File: config.mk
export PLATFORM = sky130hd
export DESIGN_NAME = fetch_sequencer
export DESIGN_NICKNAME = d
export VERILOG_FILES = /design/src/rtl/fetch_sequencer.sv
export SDC_FILE = /design/constraint.sdc
export NUM_CORES = 1
export LEC_CHECK = 0
export CAP_MARGIN = 5
export CORE_ASPECT_RATIO = 2
export CORE_MARGIN = 5
export CORE_UTILIZATION = 50
export DETAILED_ROUTE_END_ITERATION = 10
export GPL_ROUTABILITY_DRIVEN = 0
export PLACE_DENSITY_LB_ADDON = 0.12
export SETUP_SLACK_MARGIN = 0.1
export SYNTH_ARGS = -nofsm -noshare
export SYNTH_HDL_FRONTEND = slang
export SYNTH_SLANG_ARGS = --single-unit
File: constraint.sdc
create_clock -name clk -period 16.55 [get_ports clk]
set_input_delay 3.31 -clock clk [delete_from_list [all_inputs] [get_ports clk]]
set_output_delay 3.31 -clock clk [all_outputs]
set_load 0.02 [all_outputs]
File: src/rtl/fetch_sequencer.sv
// ---------------------------------------------------------------------------
// fetch_sequencer
//
// Program-counter and fetch-queue stage placed just upstream of
// InstructionFetch. The PC register drives fetch_addr, the instruction that
// comes back in the same cycle is captured together with its PC into a
// 2-entry circular queue, and the queue head is offered to decode over a
// valid/ready handshake.
//
// Sequential fetch advances the PC by PC_STEP bytes. halt (level) stops
// fetching while the queue keeps draining. redirect_valid loads a new PC
// and flushes the queue.
//
// Ports:
//   clk            sole clock, rising edge
//   rst            asynchronous, active-high reset
//   fetch_addr     address to InstructionFetch (the PC register)
//   fetch_instr    instruction for fetch_addr, returned the same cycle
//   redirect_valid load redirect_pc and flush the queue
//   redirect_pc    redirect target
//   halt           suppress fetch/enqueue while high
//   dec_valid      queue head valid
//   dec_ready      decode accepts the head
//   dec_instr      head instruction
//   dec_pc         PC of the head instruction
//   q_count        queue occupancy, 0..2
// ---------------------------------------------------------------------------
module fetch_sequencer #(
  parameter int                ADDR_W   = 72,
  parameter int                INSTR_W  = 72,
  parameter int                PC_STEP  = 9,
  parameter logic [ADDR_W-1:0] RESET_PC = '0
) (
  input  logic               clk,
  input  logic               rst,
  output logic [ADDR_W-1:0]  fetch_addr,
  input  logic [INSTR_W-1:0] fetch_instr,
  input  logic               redirect_valid,
  input  logic [ADDR_W-1:0]  redirect_pc,
  input  logic               halt,
  output logic               dec_valid,
  input  logic               dec_ready,
  output logic [INSTR_W-1:0] dec_instr,
  output logic [ADDR_W-1:0]  dec_pc,
  output logic [1:0]         q_count
);

  // PC increment sized to the address width so the add wraps naturally.
  localparam logic [ADDR_W-1:0] STEP = ADDR_W'(PC_STEP);

  logic [ADDR_W-1:0]  pc_reg;
  logic [ADDR_W-1:0]  ent_pc    [2];
  logic [INSTR_W-1:0] ent_instr [2];
  logic               rd_ptr;
  logic               wr_ptr;
  logic [1:0]         count;

  logic deq;
  logic full;
  logic enq;

  // The head is presented straight from the storage slot under the read
  // pointer, so the dec_* outputs cannot change while decode stalls: only
  // a dequeue moves rd_ptr, and the write pointer never targets the head
  // slot while it is still occupied.
  always_comb begin
    dec_valid  = (count != 2'd0);
    dec_instr  = ent_instr[rd_ptr];
    dec_pc     = ent_pc[rd_ptr];
    fetch_addr = pc_reg;
    q_count    = count;
  end

  // Handshake and enqueue decision. When the queue is full, a dequeue in
  // the same cycle frees the slot the new instruction goes into, which is
  // what lets a ready decoder sustain one instruction per cycle. Redirect
  // beats halt, and both suppress the enqueue.
  always_comb begin
    deq  = dec_valid & dec_ready;
    full = (count == 2'd2);
    enq  = ~redirect_valid & ~halt & (~full | deq);
  end

  // PC, pointers, occupancy and queue storage. A redirect discards the
  // queue by resetting pointers and count; a head taken by decode in that
  // same cycle still counts as delivered, and decode drops it itself. When
  // full with no dequeue the PC simply holds, so the same address is
  // fetched again next cycle rather than being lost.
  always_ff @(posedge clk or posedge rst) begin
    if (rst) begin
      pc_reg       <= RESET_PC;
      rd_ptr       <= 1'b0;
      wr_ptr       <= 1'b0;
      count        <= 2'd0;
      ent_pc[0]    <= '0;
      ent_pc[1]    <= '0;
      ent_instr[0] <= '0;
      ent_instr[1] <= '0;
    end else if (redirect_valid) begin
      pc_reg <= redirect_pc;
      rd_ptr <= 1'b0;
      wr_ptr <= 1'b0;
      count  <= 2'd0;
    end else begin
      if (enq) begin
        ent_pc[wr_ptr]    <= pc_reg;
        ent_instr[wr_ptr] <= fetch_instr;
        wr_ptr            <= ~wr_ptr;
        pc_reg            <= pc_reg + STEP;
      end
      if (deq) begin
        rd_ptr <= ~rd_ptr;
      end
      case ({enq, deq})
        2'b10:   count <= count + 2'd1;
        2'b01:   count <= count - 2'd1;
        default: count <= count;
      endcase
    end
  end

endmodule

After elaboration in Yosys (flattened, before gate mapping). Index checks and enable logic that the tools add are counted.

Register bits: 364. Input bits: 149. Output and inout port bits: 219. Word-level logic and storage cells: 52.

Add/subtract/negate cells: 3. Magnitude comparators: 3. Equal/unequal tests: 3. Muxes and demuxes: 18. Bitwise logic cells: 11. Reductions and logical operators: 6.

Operators by type and width (count): two-way mux 72 bit (9); bitwise mux 144 bit (2); adder 72 x 4 -> 72 bit (second input constant) (1); demux 72 bit (select 1 bit) (1); nonzero test 2 bit (3); NOT 1 bit (5); == test 2 bit (second input constant) (2); greater-or-equal comparator 2 bit (second input constant) (2); two-way mux 1 bit (4); NOT 1 -> 2 bit (2); case mux 2 bit (2 select lines) (1); AND 1 bit (3); nonzero test 3 bit (1); adder 2 x 1 -> 2 bit (second input constant) (1); == test 2 x 1 -> 1 bit (second input constant) (1); less-than comparator 2 x 1 -> 1 bit (second input constant) (1); two-way mux 2 bit (1); AND reduction 2 bit (1); subtractor 2 x 1 -> 2 bit (second input constant) (1); logical AND 1 bit (1); bitwise OR 1 bit (1).

Logic depth before layout (Yosys ltp).
Depth after elaboration: 7. Depth in mapped cells: 8. Mapped depth without buffers: 7.

Worst setup path after synthesis. No wires, ideal clock.

Path kind: in2reg. From: input port dec_ready. To: register ent_instr[131] in the netlist's numbering. Arrival: 4.845 ns. Required time: 16.425 ns. Path slack: 11.581 ns. Stages on the path: 7. Path buffers: 3. Cell sequence: nor3b_1 -> or2_2 -> buf_2 -> nor3_2 -> buf_2 -> buf_2 -> mux2_2.

Word-level cells in the longest chain between the ends: 4.

RTL lines: start: declaration (line 42) `input logic dec_ready,`; AND 1 bit (line 79) `deq = dec_valid & dec_ready;`; bitwise OR 1 bit (line 81) `enq = ~redirect_valid & ~halt & (~full | deq);`; AND 1 bit (line 81); AND reduction 2 bit (no line); end signal: indexed assignment (line 107) `ent_instr[wr_ptr] <= fetch_instr;`; end: declaration (line 53) `logic [INSTR_W-1:0] ent_instr [2];`.

No other way between the ends. A chain may end at the register's enable or synchronous reset.

Worst setup path after layout.
From: input port redirect_valid. To: register ent_instr[61] in the netlist's numbering.

Word-level cells in the longest chain between the ends: 4.

RTL lines: start: declaration (line 38) `input logic redirect_valid,`; NOT 1 bit (no line) *; AND 1 bit (2 in series) (line 81); AND reduction 2 bit (no line) *.

Mark *: on every way between the ends. The rest lies on a longest branch, timed or not.

==> flow_summary_export.csv <==
group,metric,value,unit
run_status,outcome,"finished, final reports clean",
detailed_routing,wirelength,45300,µm
detailed_routing,drc,0,
finish,fin_cells,2099,
hold_path,hold_class,"flop to flop",
timing,worst_slew_pin_slew,1.10,ns
detailed_routing,via_per_inst,5.57,
synth,synth_top_area_frac,0.541,
setup_path,rr_worst_depth,7,
job,cap_violations,0,
grt,grt_use_total,0.239,
setup_path,worstPathArrival,6.88,ns
cts,cts_root_buffer,"clkbuf_16",
cts,cts_sinks,364,
hold_path,min_to,"ent_instr[91]",
cts,htreeDepth,2,
finish,final_cell_mix,"mux2_2, clkdlybuf4s50_1, dfrtp_1",
floorplanning,dieArea,37600,µm²
floorplanning,chipWidth,140,µm
cts,post_cts_buffers,0,
finish,layout_commonest_cell,"mux2_2",
setup_path,rr_endpoint,"ent_instr[61]",
place,io_buffer_count,367,
setup_path,crit_slowest_cell,"buf_4",
timing,skew,0.0125,ns
hold_path,hold_start,"ent_instr[91]",
timing,fin_ws,10.06,ns
setup_path,start_kind,"primary input",
synth,synth_cells,1295,
finish,drive_gt1_frac,0.316,
grt,grt_pass1_vias,12690,
floorplanning,core_area,33400,µm²
timing,finalSetupTns,0,ns
setup_path,crit_family,"buffers and inverters",
synth,syn_avg_cell_area,13.0,µm²
cts,numCtsBuffers,34,
finish,design_area,22000,µm²
timing,rsz0062_at_grt,"false",
setup_path,path_cells,"buf_4 > inv_1 > and3_4 > buf_4 > buf_4 > mux2_2",
cts,cts.clk_slew.worst_paths,0.06,ns
setup_path,r2r_slack,12.99,ns
place,dpl-instance-area,20800,µm²
setup_path,max_stage_delay,0.83,ns
setup_path,cpMostUsedCell,"buf_4",
place,dp_cells,2033,
timing,slew_violations,0,
synth,ys_top_cells_by_area,"dfrtp_1, mux2_2, xnor2_1",
synth,yosysWarnings,0,
cts,ctsResizeCount,0,
setup_path,worst-path-buf-inv,4,
synth,ys.flop_type,"dfrtp_1",
power,power_density,132,nW/µm²
detailed_routing,vias,11698,
timing,whs,0.501,ns
setup_path,r2r-start,"q_count[1]",
place,dp_hpwl,31500,µm
synth,yosys.area.top_type,"dfrtp_1",
cts,insertion_delay,0.52,ns
power,ir_drop,0.000114,V
timing,slew_headroom,0.259,
synth,yosysSeqAreaShare,0.541,
cts,cts.hold.buffers_added,0,
synth,synth_nets,1445,
finish,fill_cells,2589,
setup_path,endpoint_kind,"flop",
setup_path,cp.required,16.95,ns
setup_path,crit_type,"primary input to flop",
finish,multiInputGateArea,7350,µm²
grt,grt_pass1_wl,72300,µm
power,power.total,2.92,mW
floorplanning,io_pins,368,
detailed_routing,firstDrtPassIters,6,
detailed_routing,first_iter_violations,615,
synth,ys_async_sr_fraction,1.00,
detailed_routing,ant_nets,0,
floorplanning,start_util,0.504,
synth,synthesis.area,16800,µm²
finish,post-route-util,0.660,
timing,fin_crit,6.49,ns
timing,fmax,0.154,GHz
grt,antenna_found_initial,5,
synth,synth_edf_count,0,
finish,nets,1783,
detailed_routing,wire_per_inst,21.6,µm
cts,cts_tree,"built",
timing,finalCritPeriodShare,0.392,
power,cellLeakagePower,8.88,nW
synth,synth.distinct_cells,46,
grt,overflow,0,
finish,synthToLayoutAreaGrowth,31.1,%
timing,setup_viol,0,
timing,hold_violations,0,
finish,regArea,9110,µm²
synth,ys_ff_latch,364,
floorplanning,chipHeight,269,µm
hold_path,holdPathStages,1,
grt,grt_max_degree,173,
setup_path,critPathMaxFanout,66,
place,dp_slack,9.54,ns
cts,clockBufferDepth,3,
floorplanning,rows,95,
## worst max-delay path by stage
stage,start,cells after the start,end,slack [ns]
6_report,redirect_valid,6,ent_instr[61],10.06
5_1_grt,redirect_valid,6,ent_instr[59],9.91
4_1_cts,rd_ptr,3,dec_pc[65],10.04
3_5_place_dp,redirect_valid,6,ent_instr[53],9.54
3_3_place_gp,redirect_valid,6,ent_instr[43],9.58
2_1_floorplan,rst,1,ent_instr[0],3.14
## routing by layer
| metal | global-route usage | wire (µm) |
|---|---|---|
| met1 | 0.276 | 16900 |
| met4 | 0.103 | 2050 |
| met5 | 0 | 0 |
| met3 | 0.0450 | 2440 |
| met2 | 0.427 | 23800 |
## flip-flops by register name, summed over array words and instances, names as in the netlist
signal and cells:
ent_pc 144, rd_ptr 1, fetch_addr 72, ent_instr 144, q_count 2, wr_ptr 1
## final cells by class
| class | instances | area share |
|---|---|---|
| inverters | 14 | 0.00272 |
| multi-input cells | 841 | 0.333 |
| clock buffers | 52 | 0.0486 |
| repair buffers | 378 | 0.171 |
| diodes | 4 | 0.000454 |
| well taps | 436 | 0.0247 |
| clock inverters | 10 | 0.00601 |
| flip-flops and latches | 364 | 0.413 |
## kinds of logic after synthesis
| logic type | Yosys count | synth area share |
|---|---|---|
| multiplexers | 444 | 0.297 |
| flip-flops | 364 | 0.541 |
| AND/OR/NAND/NOR | 255 | 0.0795 |
| buffers and inverters | 90 | 0.0223 |
| AO/OA/AOI/OAI | 73 | 0.0236 |
| XOR/XNOR | 68 | 0.0354 |
| adder cells (fa/ha/maj) | 1 | 0.000744 |
## cells in the mapped netlist (all sizes together) (2+ instances only)
cell type  count
mux2         442
dfrtp        364
nand2         90
o21ai         59
clkbuf        46
xnor2         41
nor3          33
buf           30
nand3         30
nand4         30
xor2          27
nor2          21
nor4          16
inv           14
and3          12
and4           6
a31oi          4
or2            4
a21oi          3
a211o          2
and2           2
mux2i          2
nor3b          2
or4            2
## power by group
group | internal [mW] | switching, mW | total, mW
Clock | 0.496 | 0.336 | 0.832
Combinational | 0.477 | 0.366 | 0.843
Sequential | 1.11 | 0.137 | 1.24
Note: power is estimated with default switching activity, not from simulation.
